[src/rtl/uart_rx_fsm_if.sv]
// rtl/uart_rx_fsm_if.sv - line, configuration, edge/bit counter and byte-output signals of the UART receive FSM
// The FSM binds to the slave modport; the counter/driver side binds to master.
interface uart_rx_fsm_if;
   logic       RX_IN;
   logic [5:0] prescaler;
   logic       PAR_EN;
   logic       PAR_TYP;
   logic [4:0] Edge_Counter;
   logic [2:0] Bit_Counter;
   logic       Done;
   logic       Edge_EN_CNT;
   logic       Bit_EN_CNT;
   logic [7:0] P_DATA;
   logic       Data_Valid;
   logic       Parity_Error;
   logic       Stop_Error;

   modport slave (
      input  RX_IN, prescaler, PAR_EN, PAR_TYP,
      input  Edge_Counter, Bit_Counter, Done,
      output Edge_EN_CNT, Bit_EN_CNT,
      output P_DATA, Data_Valid, Parity_Error, Stop_Error
   );

   modport master (
      output RX_IN, prescaler, PAR_EN, PAR_TYP,
      output Edge_Counter, Bit_Counter, Done,
      input  Edge_EN_CNT, Bit_EN_CNT,
      input  P_DATA, Data_Valid, Parity_Error, Stop_Error
   );
endinterface

[src/rtl/uart_rx_fsm.sv]
// rtl/uart_rx_fsm.sv - UART receive FSM: majority-vote sampling, LSB-first deserialiser, parity/stop check
// Optional macro RX_IN_SYNC_EN inserts a 2-flop synchroniser on RX_IN.
module uart_rx_fsm #(
   parameter int DATA_WIDTH = 8
) (
   input  logic          CLK,
   input  logic          RST,
   uart_rx_fsm_if.slave  bus
);

   localparam logic [2:0] IDLE   = 3'd0;
   localparam logic [2:0] START  = 3'd1;
   localparam logic [2:0] DATA   = 3'd2;
   localparam logic [2:0] PARITY = 3'd3;
   localparam logic [2:0] STOP   = 3'd4;

   localparam logic [2:0] LAST_BIT = 3'(DATA_WIDTH - 1);

   logic                  rx_line;
   logic [2:0]            state;
   logic [2:0]            state_nxt;
   logic                  edge_en;
   logic                  bit_en;
   logic [5:0]            half;
   logic [5:0]            edge_cnt;
   logic                  s0, s1, s2;
   logic                  sampled_bit;
   logic [DATA_WIDTH-1:0] shift_reg;
   logic [DATA_WIDTH-1:0] p_data_q;
   logic                  par_en_q;
   logic                  par_typ_q;
   logic                  par_bad;
   logic                  data_valid_q;
   logic                  parity_err_q;
   logic                  stop_err_q;

`ifdef RX_IN_SYNC_EN
   logic [1:0] sync_q;

   // Flops reset to the idle line level so reset release never looks like a start bit.
   always_ff @(posedge CLK or posedge RST) begin
      if (RST) begin
         sync_q <= 2'b11;
      end else begin
         sync_q <= {sync_q[0], bus.RX_IN};
      end
   end

   assign rx_line = sync_q[1];
`else
   assign rx_line = bus.RX_IN;
`endif

   assign half     = bus.prescaler >> 1;
   assign edge_cnt = {1'b0, bus.Edge_Counter};

   assign edge_en = (state == START) || (state == DATA) ||
                    (state == PARITY) || (state == STOP);
   assign bit_en  = (state == DATA);

   assign bus.Edge_EN_CNT  = edge_en;
   assign bus.Bit_EN_CNT   = bit_en;
   assign bus.P_DATA       = p_data_q;
   assign bus.Data_Valid   = data_valid_q;
   assign bus.Parity_Error = parity_err_q;
   assign bus.Stop_Error   = stop_err_q;

   always_comb begin
      state_nxt = state;
      case (state)
         IDLE: begin
            if (!rx_line) begin
               state_nxt = START;
            end
         end
         START: begin
            if (bus.Done) begin
               state_nxt = sampled_bit ? IDLE : DATA;
            end
         end
         DATA: begin
            if (bus.Done && (bus.Bit_Counter == LAST_BIT)) begin
               state_nxt = par_en_q ? PARITY : STOP;
            end
         end
         PARITY: begin
            if (bus.Done) begin
               state_nxt = STOP;
            end
         end
         STOP: begin
            if (bus.Done) begin
               state_nxt = IDLE;
            end
         end
         default: state_nxt = IDLE;
      endcase
   end

   always_ff @(posedge CLK or posedge RST) begin
      if (RST) begin
         state <= IDLE;
      end else begin
         state <= state_nxt;
      end
   end

   // Three samples straddle mid-bit; the vote lands one edge later, well before Done.
   always_ff @(posedge CLK or posedge RST) begin
      if (RST) begin
         s0          <= 1'b0;
         s1          <= 1'b0;
         s2          <= 1'b0;
         sampled_bit <= 1'b0;
      end else if (edge_en) begin
         if (edge_cnt == half - 6'd2) begin
            s0 <= rx_line;
         end
         if (edge_cnt == half - 6'd1) begin
            s1 <= rx_line;
         end
         if (edge_cnt == half) begin
            s2 <= rx_line;
         end
         if (edge_cnt == half + 6'd1) begin
            sampled_bit <= (s0 & s1) | (s1 & s2) | (s0 & s2);
         end
      end
   end

   always_ff @(posedge CLK or posedge RST) begin
      if (RST) begin
         shift_reg    <= '0;
         p_data_q     <= '0;
         par_en_q     <= 1'b0;
         par_typ_q    <= 1'b0;
         par_bad      <= 1'b0;
         data_valid_q <= 1'b0;
         parity_err_q <= 1'b0;
         stop_err_q   <= 1'b0;
      end else begin
         data_valid_q <= 1'b0;
         parity_err_q <= 1'b0;
         stop_err_q   <= 1'b0;
         case (state)
            IDLE: begin
               if (!rx_line) begin
                  par_en_q  <= bus.PAR_EN;
                  par_typ_q <= bus.PAR_TYP;
                  par_bad   <= 1'b0;
               end
            end
            DATA: begin
               if (bus.Done) begin
                  shift_reg <= {sampled_bit, shift_reg[DATA_WIDTH-1:1]};
               end
            end
            PARITY: begin
               if (bus.Done) begin
                  par_bad <= sampled_bit ^ (par_typ_q ? ~(^shift_reg) : (^shift_reg));
               end
            end
            STOP: begin
               if (bus.Done) begin
                  stop_err_q   <= ~sampled_bit;
                  parity_err_q <= par_bad;
                  if (sampled_bit && !par_bad) begin
                     data_valid_q <= 1'b1;
                     p_data_q     <= shift_reg;
                  end
               end
            end
            default: ;
         endcase
      end
   end

endmodule

[src/flat_wrapper.sv]
// flat-port wrapper written by rule: the top's interface ports become plain ports
module uart_rx_fsm_flat 
#(
   parameter int DATA_WIDTH = 8
)
  (CLK, RST, bus_RX_IN, bus_prescaler, bus_PAR_EN, bus_PAR_TYP, bus_Edge_Counter, bus_Bit_Counter, bus_Done, bus_Edge_EN_CNT, bus_Bit_EN_CNT, bus_P_DATA, bus_Data_Valid, bus_Parity_Error, bus_Stop_Error);
  uart_rx_fsm_if bus_i ();
  input  logic CLK;
  input  logic RST;
  input wire logic [$bits(bus_i.RX_IN)-1:0] bus_RX_IN;
  input wire logic [$bits(bus_i.prescaler)-1:0] bus_prescaler;
  input wire logic [$bits(bus_i.PAR_EN)-1:0] bus_PAR_EN;
  input wire logic [$bits(bus_i.PAR_TYP)-1:0] bus_PAR_TYP;
  input wire logic [$bits(bus_i.Edge_Counter)-1:0] bus_Edge_Counter;
  input wire logic [$bits(bus_i.Bit_Counter)-1:0] bus_Bit_Counter;
  input wire logic [$bits(bus_i.Done)-1:0] bus_Done;
  output wire logic [$bits(bus_i.Edge_EN_CNT)-1:0] bus_Edge_EN_CNT;
  output wire logic [$bits(bus_i.Bit_EN_CNT)-1:0] bus_Bit_EN_CNT;
  output wire logic [$bits(bus_i.P_DATA)-1:0] bus_P_DATA;
  output wire logic [$bits(bus_i.Data_Valid)-1:0] bus_Data_Valid;
  output wire logic [$bits(bus_i.Parity_Error)-1:0] bus_Parity_Error;
  output wire logic [$bits(bus_i.Stop_Error)-1:0] bus_Stop_Error;
  assign bus_i.RX_IN = bus_RX_IN;
  assign bus_i.prescaler = bus_prescaler;
  assign bus_i.PAR_EN = bus_PAR_EN;
  assign bus_i.PAR_TYP = bus_PAR_TYP;
  assign bus_i.Edge_Counter = bus_Edge_Counter;
  assign bus_i.Bit_Counter = bus_Bit_Counter;
  assign bus_i.Done = bus_Done;
  assign bus_Edge_EN_CNT = bus_i.Edge_EN_CNT;
  assign bus_Bit_EN_CNT = bus_i.Bit_EN_CNT;
  assign bus_P_DATA = bus_i.P_DATA;
  assign bus_Data_Valid = bus_i.Data_Valid;
  assign bus_Parity_Error = bus_i.Parity_Error;
  assign bus_Stop_Error = bus_i.Stop_Error;
  uart_rx_fsm #(.DATA_WIDTH(DATA_WIDTH)) u_core (.CLK(CLK), .RST(RST), .bus(bus_i));
endmodule
[config.mk]
export PLATFORM = sky130hd
export DESIGN_NAME = uart_rx_fsm_flat
export DESIGN_NICKNAME = d
export VERILOG_FILES = /design/src/rtl/uart_rx_fsm_if.sv /design/src/rtl/uart_rx_fsm.sv /design/src/flat_wrapper.sv
export SDC_FILE = /design/constraint.sdc
export NUM_CORES = 1
export LEC_CHECK = 0
export BUFFER_PORTS_ARGS = -buffer_cell sky130_fd_sc_hd__buf_2
export CELL_PAD_IN_SITES_DETAIL_PLACEMENT = 0
export CELL_PAD_IN_SITES_GLOBAL_PLACEMENT = 1
export CORE_ASPECT_RATIO = 1.75
export CORE_MARGIN = 2
export CORE_UTILIZATION = 46
export CTS_CLUSTER_SIZE = 10
export DETAILED_ROUTE_END_ITERATION = 16
export PLACE_DENSITY_LB_ADDON = 0.1
export SLEW_MARGIN = 0
export SYNTH_ARGS = -nofsm -noshare
export SYNTH_HDL_FRONTEND = slang
export SYNTH_SLANG_ARGS = --single-unit
[constraint.sdc]
create_clock -name CLK -period 2.9 [get_ports CLK]
set_input_delay 0.58 -clock CLK [delete_from_list [all_inputs] [get_ports CLK]]
set_output_delay 0.58 -clock CLK [all_outputs]
set_load 0.1 [all_outputs]
### After elaboration in Yosys (flattened, before gate mapping)

Cells that the tools add are included.
W data, S select, Z words.

* input bits: 20
* register bits: 29
* word-level logic and storage cells: 76
* output and inout port bits: 13

* reductions and logical operators: 18
* muxes and demuxes: 19
* equality and inequality tests: 14
* $add $sub $neg: 3
* bitwise gates (word level): 9

Operators by type and width (number)
* $eq A5 B6 Y1: 3
* $mux W3: 6
* $pmux W3 S5: 1
* $reduce_and A2 Y1: 6
* $mux W1: 10
* $ne A2 B2 Y1 const B: 4
* $reduce_xor A8 Y1: 1
* $add A5 B1 Y6 const B: 1
* $eq A3 B2 Y1 const B: 2
* $eq A3 B3 Y1 const B: 2
* $reduce_and A3 Y1: 2
* $sub A5 B1 Y6 const B: 1
* $sub A5 B2 Y6 const B: 1
* $eq A5 B5 Y1: 1
* $reduce_and A5 Y1: 1
* $and A1 B1 Y1: 3
* $eq A3 B1 Y1 const B: 1
* $logic_not A3 Y1: 1
* $logic_or A1 B1 Y1: 3
* $not A1 Y1: 3
* $logic_and A1 B1 Y1: 2
* $mux W2: 1
* $ne A2 B1 Y1 const B: 1
* $or A1 B1 Y1: 2
* 4 further kinds: 4

### Depth between registers and ports, before layout

Gate-level depths: netlist of run 1.

* depth in word-level cells: 6
* mapped depth: 7
* depth with buffers taken out: 7

### Worst setup path after synthesis of run 1

OpenSTA, ideal clock, no wires.

* path kind: register to register
* from: reg u_core.state[1]
* to: reg u_core.shift_reg[0]
* clock period less this slack: 3.801 ns
* stages on the path, launching flop included: 6
* arrival time: 3.676 ns
* path buffers: 2
* slack: -0.901 ns
* data required time: 2.775 ns
* library setup time: 0.125 ns
* cells stage by stage: dfrtp_1 -> clkbuf_1 -> nor3b_1 -> and2_1 -> buf_2 -> mux2_2

* cells in the longest elaborated chain, start to end: 2

RTL lines
* start: declaration: RTL line uart_rx_fsm.sv:20 `logic [2:0] state;`
* start signal: assignment: RTL line uart_rx_fsm.sv:104 `state <= state_nxt;`
* $eq A3 B2 Y1
* net bus_Bit_EN_CNT: RTL line flat_wrapper.sv:18 `output wire logic [$bits(bus_i.Bit_EN_CNT)-1:0] bus_Bit_EN_CNT;`
* $reduce_and A2 Y1 (no line)
* end signal: assignment: RTL line uart_rx_fsm.sv:155 `shift_reg <= {sampled_bit, shift_reg[DATA_WIDTH-1:1]};`
* end: declaration: RTL line uart_rx_fsm.sv:28 `logic [DATA_WIDTH-1:0] shift_reg;`

The timed path passes the listed nets, and every way through them passes these cells.
A chain may end at the register's enable or synchronous reset.

### Worst setup path in the final report of run 1

* from: reg u_core.state[1]
* to: out bus_Edge_EN_CNT

* cells in the longest elaborated chain, start to end: 4
* elaborated cells on any way between the ends: 7
* classes of those cells: eq/ne: 4; reduce/logical: 3

RTL lines
* $eq A3 B1 Y1 or $eq A3 B2 Y1 (tied branches): RTL line uart_rx_fsm.sv:57 `assign edge_en = (state == START) || (state == DATA) ||`
* $logic_or A1 B1 Y1 (2 in series): RTL line uart_rx_fsm.sv:57
* $logic_or A1 B1 Y1 (*): RTL line uart_rx_fsm.sv:58 `(state == PARITY) || (state == STOP);`
* end: declaration: RTL line flat_wrapper.sv:17 `output wire logic [$bits(bus_i.Edge_EN_CNT)-1:0] bus_Edge_EN_CNT;`

Every way passes the cells marked *; elsewhere a longest branch is shown, timed or not.

==> results of run 1 <==
logic make-up after synthesis:
group | Yosys count | share of synthesized area (%)
AO/OA/AOI/OAI | 16 | 7.61
multiplexers | 23 | 15.7
adder cells (fa/ha/maj) | 6 | 4.41
flip-flops | 29 | 44.1
AND/OR/NAND/NOR | 41 | 14.2
XOR/XNOR | 21 | 11.2
buffers and inverters | 12 | 2.82
metal layers:
layer,global-route usage [%],up-vias,wire length (µm)
li1,-,589,-
met2,35.4,28,1930
met4,11.9,0,159
met1,14.1,583,1120
met3,3.60,13,124
met5,0,-,0
power by group through the flow:
stage	logic [µW]	clock network [µW]	registers, µW
3_3_place_gp	550	0	571
3_5_place_dp	564	0	576
4_1_cts	566	436	568
6_report	559	424	568
2_1_floorplan	468	0	557
5_1_grt	607	450	584
stage by stage:
step / total power, µW / hold slack [ps] / setup slack, ps
2_1_floorplan: 1030 / 462 / 192
3_3_place_gp: 1120 / 481 / 449
3_5_place_dp: 1140 / 488 / 440
4_1_cts: 1570 / 365 / 523
5_1_grt: 1640 / 394 / 399
6_report: 1550 / 355 / 548
layout make-up:
| cell class | instances | area, µm² |
|---|---|---|
| repair buffers | 32 | 163 |
| fillers | 321 | 1430 |
| inverters | 8 | 30.0 |
| well taps | 45 | 56.3 |
| clock inverters | 1 | 30.0 |
| multi-input cells | 107 | 877 |
| clock buffers | 7 | 86.3 |
| flip-flops and latches | 29 | 726 |
Yosys cell counts, types with 2 or more instances:
library cell / count / area share [%]
dfrtp_1: 29 / 44
mux2_2: 21 / 14
xnor2_1: 13 / 6.9
inv_1: 8 / 1.8
nor2_1: 8 / 1.8
xor2_1: 8 / 4.3
nand3_1: 7 / 2.1
nand2_1: 6 / 1.4
ha_1: 5 / 3.8
o21ai_0: 5 / 1.5
nor4_1: 4 / 1.5
clkbuf_1: 3 / 0.68
nand3b_1: 3 / 1.4
a21oi_1: 2 / 0.61
nand2b_1: 2 / 0.76
nor2b_1: 2 / 0.76
o221ai_1: 2 / 1.1
critical path: stages, from the launching register on:
cell	delay [ps]
dfrtp_1	470
nor2_1	310
xor2_1	160
inv_1	120
buf_2	430
worst paths after layout:
| kind | endpoint | slack [ps] | cells after the start |
|---|---|---|---|
| worst max-delay path | bus_Edge_EN_CNT | 550 | 4 |
| worst min-delay path | u_core.bus.P_DATA[1] | 350 | 3 |
| worst max register to register | u_core.bus.P_DATA[0] | 970 | 4 |
| worst min register to register | u_core.s1 | 490 | 1 |
| max in group asynchronous | u_core.state[2] | 2280 | 3 |
| min in group CLK | u_core.s1 | 490 | 1 |
==> reports/metrics.csv, run 1 <==
stage,metric,value,unit
outcome,status,completed,
clock_network,cts_sinks,29,
drt,num_vias,1213,
min_path,min_path_type,in2async,
drt,vias_per_cell,5.30,
timing,tightest_slew,574,ps
floorplanning,ioPinCount,33,
drt,drtIter0Drc,14,
power,power_frac_clock,27.4,%
power,share_comb_of_total_power,36.0,%
timing,min_period,2350,ps
timing,rsz0062_at_grt,no,
setup_path,crit_path_start,u_core.state[1],
timing,setup_viol,0,
floorplanning,coreArea,3400,µm²
floorplanning,rows,28,
power,seqPwrFrac,36.6,%
synth,ys.flop_type,dfrtp_1,
setup_path,critPathCaptureType,output port,
timing,drv_slew,0,
timing,max_slew_margin,61.4,%
drt,dr.pass1.iters,2,
synth,syn_nets,173,
finish,final_cells,229,
finish,layout_commonest_cell,buf_2,
timing,finalClockSkew,3.24,ps
finish,final_cell_mix,"buf_2 (31), dfrtp_1 (29), mux2_2 (21), xnor2_1 (13)",
synth,yosysWarnings,0,
synth,synth.yosys.seq_area_share,44.1,%
synth,synth_cell_types,37,
global_route,grt_pass1_wl,5490,µm
global_route,grt_max_degree,30,
finish,drive_gt1_share,34.8,%
clock_network,post_cts_buffers,0,
timing,tns,0,ps
setup_path,required,2320,ps
timing,finalHoldViolations,0,
clock_network,numCtsBuffers,5,
placed_design,gp_congestion,0.839,
floorplanning,initial_utilization,48.4,%
placed_design,io_buffer_count,31,
synth,synth_async_sr_flop_share,100,%
synth,postSynthAreaPerCell,11.1,µm²
power,power_density,788,nW/µm²
power,p_leak,0.000957,µW
finish,diodes,0,
drt,wirelength,3330,µm
timing,max_freq,425,MHz
clock_network,clkLatencyLatePin,280,ps
power,ir_drop,0.474,mV
job,cap_violations,0,
clock_network,postCtsResizedCells,0,
synth,synth-seq-cells,29,
clock_network,clkTransAtPathRegs,60,ps
clock_network,tritoncts,done,
placed_design,placed_cells,221,
setup_path,r2r-start,u_core.state[1],
global_route,grt_pass1_vias,1309,
drt,ant_nets,0,
drt,drc,0,
floorplanning,fp.dieH,83.1,µm
global_route,grt_overflow,0,
global_route,antenna_found_initial,0,
finish,fin_util,57.9,%
setup_path,arrival,1770,ps
synth,syn_area,1640,µm²
placed_design,placed_cell_area,1850,µm²
clock_network,htreeDepth,2,
clock_network,cts_buffer_depth,2,
power,p_switching,574,µW
setup_path,critPathMaxFanout,9,
power,netSwitchingFraction,37.0,%
placed_design,dp_hpwl,2670,µm
setup_path,crit_type,reg2out,
finish,area_delta_synth_final,19.7,%
synth,synth-edff-count,0,
floorplanning,dieArea,4090,µm²
clock_network,ctsHoldBuffers,0,
synth,syn_inst,148,
setup_path,cp-start-kind,register,
power,intPower,978,µW
drt,wl_per_cell,14.5,µm
global_route,gr-usage-all-layers,17.7,%
finish,final_net_count,208,
finish,design_area,1970,µm²
clock_network,cts_root_buffer,clkbuf_8,
timing,period_share,81.1,%
floorplanning,die_x,49.2,µm
Power figures use the tool's default switching activity.
==> inputs of run 2 (changes only) <==
CORE_UTILIZATION = 42   (was 46)
clock period = 2.2 ns   (was 2.9 ns; I/O delays follow)
==> run 2 against run 1 <==
Effect of this change:
- first-iteration DRC count grew 50%
- highest routed layer unchanged
- combinational power grew 53%
- global-route usage grew 0.93 points
- sequential power grew 29%
- clock skew grew 4.3 ps
- routed wire length grew 11%
==> reports/metrics.csv, run 2 (same netlist as run 1, synthesis figures left out) <==
stage,metric,value,unit,change
placed_design,post-place-ws,-22.2,ps,-462 ps
finish,drive_gt1_share,41.5,%,+6.8 points
setup_path,arrival,1620,ps,-150 ps
floorplanning,initial_utilization,42.9,%,-5.4 points
clock_network,numCtsBuffers,5,,unchanged
setup_path,cp-start-kind,register,,
setup_path,r2r_setup_slack,490,ps,-480 ps
timing,fin_hold_ws,214,ps,-141 ps
power,p_leak,0.000993,µW,+3.8%
floorplanning,ioPinCount,33,,unchanged
clock_network,cts_root_buffer,clkbuf_8,,
setup_path,reg2regPathDepth,4,,unchanged
global_route,grtUsageMet1,16.1,%,+2.0 points
floorplanning,rows,30,,+7.1%
timing,max_freq,486,MHz,
timing,tns,0,ps,unchanged
finish,final_cells,243,,+6.1%
timing,fin_ws,141,ps,-407 ps
drt,dr.pass1.iters,4,,+2
drt,vias_per_cell,5.19,,-2.1%
drt,wirelength,3690,µm,+11%
setup_path,required,1760,ps,-560 ps
placed_design,gp_congestion,0.800,,-4.7%
global_route,grt_pass1_vias,1321,,+0.92%
timing,tightest_slew,577,ps,+2.95 ps
global_route,grt_pass1_wl,6010,µm,+9.4%
setup_path,r2r-start,u_core.state[1],,
clock_network,tritoncts,done,,
finish,n_fill_cell,377,,+17%
setup_path,max_stage_delay,410,ps,-60 ps
floorplanning,die_x,51.3,µm,+4.3%
global_route,gr-usage-all-layers,18.6,%,+0.93 points
timing,max_slew_margin,61.2,%,-0.20 points
min_path,min_path_type,in2async,,
outcome,status,completed,,
timing,finalClockSkew,7.55,ps,+4.31 ps
clock_network,clkTransAtPathRegs,70,ps,about the same
global_route,grt_max_degree,30,,unchanged
power,power_density,977,nW/µm²,+24%
clock_network,cts_buffer_depth,2,,unchanged
timing,drv_slew,0,,unchanged
drt,drtIter0Drc,21,,+7
finish,diodes,0,,unchanged
finish,fin_util,53.7,%,-4.2 points
job,cap_violations,0,,unchanged
floorplanning,fp.dieH,86.8,µm,+4.4%
finish,layout_commonest_cell,buf_2,,
timing,min_period,2060,ps,
setup_path,reg2reg_to,u_core.bus.P_DATA[2],,
drt,drc,0,,unchanged
placed_design,dp_hpwl,2910,µm,+9.0%
global_route,grtUsageMet3,2.76,%,-0.84 points
floorplanning,dieArea,4450,µm²,+8.9%
setup_path,cpMaxStageDelayCell,dfrtp_1,,
clock_network,clkLatencyLatePin,280,ps,about the same
power,ir_drop,0.718,mV,+52%
global_route,antenna_found_initial,0,,unchanged
clock_network,htreeDepth,2,,unchanged
setup_path,critPathMaxFanout,5,,-4
setup_path,crit_type,reg2out,,
timing,period_share,93.6,%,
drt,ant_nets,0,,unchanged
floorplanning,coreArea,3830,µm²,+13%
placed_design,placed_cells,235,,+6.3%
clock_network,post_cts_buffers,0,,unchanged
finish,final_cell_mix,"buf_2 (31), dfrtp_1 (28), mux2_2 (21), xnor2_1 (13), buf_4 (12)",,
drt,num_vias,1260,,+3.9%
timing,setup_viol,0,,unchanged
drt,wl_per_cell,15.2,µm,+4.4%
global_route,grt_overflow,0,,unchanged
setup_path,crit_chain,nor2_4 > xor2_2 > clkinvlp_4 > buf_2,,
timing,finalHoldViolations,0,,unchanged
timing,rsz0062_at_grt,no,,
placed_design,io_buffer_count,31,,unchanged
global_route,met2_usage,37.7,%,+2.3 points
clock_network,cts_sinks,29,,unchanged
setup_path,critPathCaptureType,output port,,
finish,area_delta_synth_final,25.0,%,
finish,final_net_count,219,,+5.3%
global_route,top_usage_layer,met2,,
[run 2: area by class of cell]
| type | instances | area (µm²) | share of cell area, % |
|---|---|---|---|
| inverters | 8 | 33.8 | 1.64 |
| multi-input cells | 107 | 903 | 43.9 |
| flip-flops and latches | 29 | 727 | 35.4 |
| clock buffers | 5 | 68.8 | 3.35 |
| repair buffers | 43 | 245 | 11.9 |
| clock inverters | 3 | 17.5 | 0.852 |
| well taps | 48 | 60.1 | 2.92 |
[run 2: report_power, final]
group          leakage [µW]  switching, µW  total [µW]  internal, µW
Sequential         0.000391           97.8         733           635
Combinational      0.000558            514         858           344
Clock             0.0000439            199         416           217
Total              0.000993            811        2010          1200
[run 2: routing by layer]
| layer | part of all wire, % | vias up |
|---|---|---|
| met2 | 60 | 27 |
| li1 | - | 609 |
| met5 | 0 | - |
| met1 | 33 | 612 |
| met4 | 4.6 | 0 |
| met3 | 3.0 | 12 |
[run 2: worst max-delay path: cells and delay by family (launching register included)]
family	cells	cell delay, ps
flip-flops	1	410
XOR/XNOR	1	260
buffers and inverters	2	480
AND/OR/NAND/NOR	1	190
[run 2: stage by stage]
stage	power (µW)	instance area, µm²
6_report	2010	2060
4_1_cts	2030	2050
2_1_floorplan	1390	1680
3_3_place_gp	1570	1960
3_5_place_dp	1590	1960
5_1_grt	2150	2060
[run 2: how the worst max path moves through the flow]
| stage | start | endpoint | slack (ps) |
|---|---|---|---|
| after floorplan | u_core.state[1] | u_core.s1 | 7 |
| after global placement | bus_prescaler[2] | u_core.s0 | -4 |
| after detailed placement | bus_prescaler[2] | u_core.s0 | -20 |
| after CTS | u_core.state[1] | bus_Edge_EN_CNT | 70 |
| after global routing | u_core.state[1] | bus_Edge_EN_CNT | 40 |
| final | u_core.state[1] | bus_Edge_EN_CNT | 140 |
[run 2: timing repair]
action	in CTS	in global routing
setup endpoints to repair	1	1
endpoints found under the hold margin	0	0
gates resized for setup	1	2
hold buffers	0	0
==> inputs of run 3 (changes only) <==
CORE_UTILIZATION = 46   (was 42)
SLEW_MARGIN = default   (was 0)
clock period = 2.7 ns   (was 2.2 ns; I/O delays follow)
==> run 3 against run 2 <==
Effect of this change:
- clock power decreased by 17%
- die area is 8.2% lower
- critical endpoint unchanged
- first-iteration DRC count grew 24%
- via count is 2.6% lower
- clock skew shrank 4.6 ps
- non-clock buffer count fell by 11
- count of clock-buffer cells in the layout increased by 2
- critical path type unchanged
- sequential share of layout area increased by 2.0 points
==> reports/metrics.csv, run 3 (same netlist as run 1, synthesis figures left out) <==
stage,metric,value,unit,change
outcome,status,completed,,
global_route,grt_pass1_vias,1330,,+0.68%
finish,n_fill_cell,332,,-12%
power,seqPwrFrac,39.3,%,+2.8 points
timing,drv_slew,0,,unchanged
global_route,grt_max_degree,30,,unchanged
drt,dr.pass1.iters,3,,-1
clock_network,cts_buffer_depth,2,,unchanged
setup_path,critPathCaptureType,output port,,
power,share_comb_of_total_power,38.7,%,-4.0 points
finish,layout_commonest_cell,buf_2,,
clock_network,postCtsResizedCells,0,,-1
power,p_switching,610,µW,-25%
finish,final_net_count,208,,-5.0%
clock_network,tritoncts,done,,
setup_path,crit_buf_inv,2,,unchanged
power,power_density,806,nW/µm²,-17%
global_route,gr-usage-all-layers,18.7,%,+0.090 points
timing,finalClockSkew,2.91,ps,-4.64 ps
drt,wl_per_cell,15.0,µm,-0.80%
timing,setup_viol,0,,unchanged
setup_path,critPathMaxFanout,9,,+4
setup_path,crit_chain,nor2_1 > xor2_1 > inv_1 > buf_2,,
placed_design,dp_hpwl,2750,µm,-5.7%
timing,tightest_slew,602,ps,+25.1 ps
global_route,grt_overflow,0,,unchanged
clock_network,clkTransAtPathRegs,60,ps,about the same
setup_path,cpMaxStageDelayCell,dfrtp_1,,
finish,diodes,0,,unchanged
clock_network,clkLatencyLatePin,270,ps,about the same
power,intPower,957,µW,-20%
drt,ant_nets,0,,unchanged
setup_path,max_stage_delay,470,ps,+60 ps
floorplanning,rows,28,,-6.7%
timing,min_period,2320,ps,
global_route,antenna_found_initial,0,,unchanged
drt,vias_per_cell,5.38,,+3.8%
global_route,grt_pass1_wl,5840,µm,-2.9%
drt,drtIter0Drc,26,,+24%
power,p_total,1570,µW,-22%
clock_network,numCtsBuffers,5,,unchanged
timing,rsz0062_at_grt,no,,
floorplanning,initial_utilization,48.4,%,+5.4 points
power,p_leak,0.000943,µW,-5.0%
power,ir_drop,0.486,mV,-32%
finish,drive_gt1_share,34.4,%,-7.1 points
setup_path,arrival,1780,ps,+160 ps
min_path,min_path_type,in2async,,
setup_path,required,2160,ps,+400 ps
timing,finalHoldViolations,0,,unchanged
power,power_frac_clock,22.0,%,+1.3 points
timing,max_slew_margin,59.5,%,-1.7 points
clock_network,post_cts_buffers,0,,unchanged
finish,area_delta_synth_final,18.3,%,
floorplanning,coreArea,3400,µm²,-11%
clock_network,cts_sinks,29,,unchanged
placed_design,gp_congestion,0.839,,+4.9%
clock_network,cts_root_buffer,clkbuf_8,,
floorplanning,fp.dieH,83.1,µm,-4.2%
power,netSwitchingFraction,38.9,%,-1.5 points
clock_network,htreeDepth,2,,unchanged
setup_path,cp_top_family,buffers and inverters,,
setup_path,crit_type,reg2out,,
floorplanning,die_x,49.2,µm,-4.1%
timing,period_share,86.0,%,
setup_path,cp-start-kind,register,,
job,cap_violations,0,,unchanged
floorplanning,ioPinCount,33,,unchanged
drt,num_vias,1227,,-2.6%
floorplanning,dieArea,4090,µm²,-8.2%
drt,drc,0,,unchanged
timing,max_freq,431,MHz,
clock_network,ctsHoldBuffers,0,,unchanged
timing,tns,0,ps,unchanged
drt,wirelength,3430,µm,-6.9%
finish,final_cell_mix,"buf_2 (31), dfrtp_1 (29), mux2_2 (21), xnor2_1 (13)",,
placed_design,io_buffer_count,31,,unchanged
## run 3: cell count changes in the layout (fill, tap and decap cells not counted), sizes merged
| cell | change |
|---|---|
| clkinvlp | -2 |
| inv | +1 |
| clkbuf | +2 |
| buf | -11 |
| clkinv | -2 |
## run 3: layout make-up
type	instances	area [µm²]	area share [%]
multi-input cells	107	883	45.4
flip-flops and latches	29	726	37.3
repair buffers	32	163	8.37
clock buffers	7	86.3	4.44
well taps	45	56.3	2.90
inverters	8	30.0	1.54
## run 3: final timing paths
| check | start | end | slack [ps] | cells past startpoint |
|---|---|---|---|---|
| worst min register to register | u_core.s1 | u_core.s1 | 490 | 1 |
| min in group CLK | u_core.s1 | u_core.s1 | 490 | 1 |
| worst max register to register | u_core.state[1] | u_core.bus.P_DATA[5] | 750 | 4 |
| worst min-delay path | RST | u_core.bus.Data_Valid | 330 | 3 |
| worst max-delay path | u_core.state[1] | bus_Edge_EN_CNT | 380 | 4 |
| max in group asynchronous | RST | u_core.shift_reg[5] | 2090 | 3 |
## run 3: worst register-to-register path, cell delays in order, from the launching register on
cell,delay (ps)
dfrtp_1,470
nor2_1,320
nand3_1,160
nand3b_1,470
mux2_2,410
## run 3: metrics by stage
| step | worst slack (ps) | std cells | hold slack [ps] | area, µm² | utilization (%) |
|---|---|---|---|---|---|
| after global routing | 251 | 228 | 377 | 1940 | 57.2 |
| after CTS | 358 | 228 | 340 | 1940 | 57.2 |
| after detailed placement | 216 | 221 | 488 | 1860 | 54.7 |
| after floorplan | 258 | 148 | 462 | 1660 | - |
| final | 377 | 228 | 330 | 1940 | 57.2 |
| after global placement | 288 | 221 | 482 | 1860 | 54.7 |
## run 3: routing by layer
metal / GRT usage [%] / part of all wire (%)
met1: 15.9 / 33
met5: 0 / 0
met3: 4.50 / 3.1
met4: 8.83 / 2.8
met2: 37.7 / 61
## run 3: power by group through the flow
stage	clock (µW)	sequential (µW)	combinational, µW
2_1_floorplan	0	602	509
3_3_place_gp	0	618	595
3_5_place_dp	0	624	609
4_1_cts	355	616	614
5_1_grt	374	632	659
6_report	345	616	607
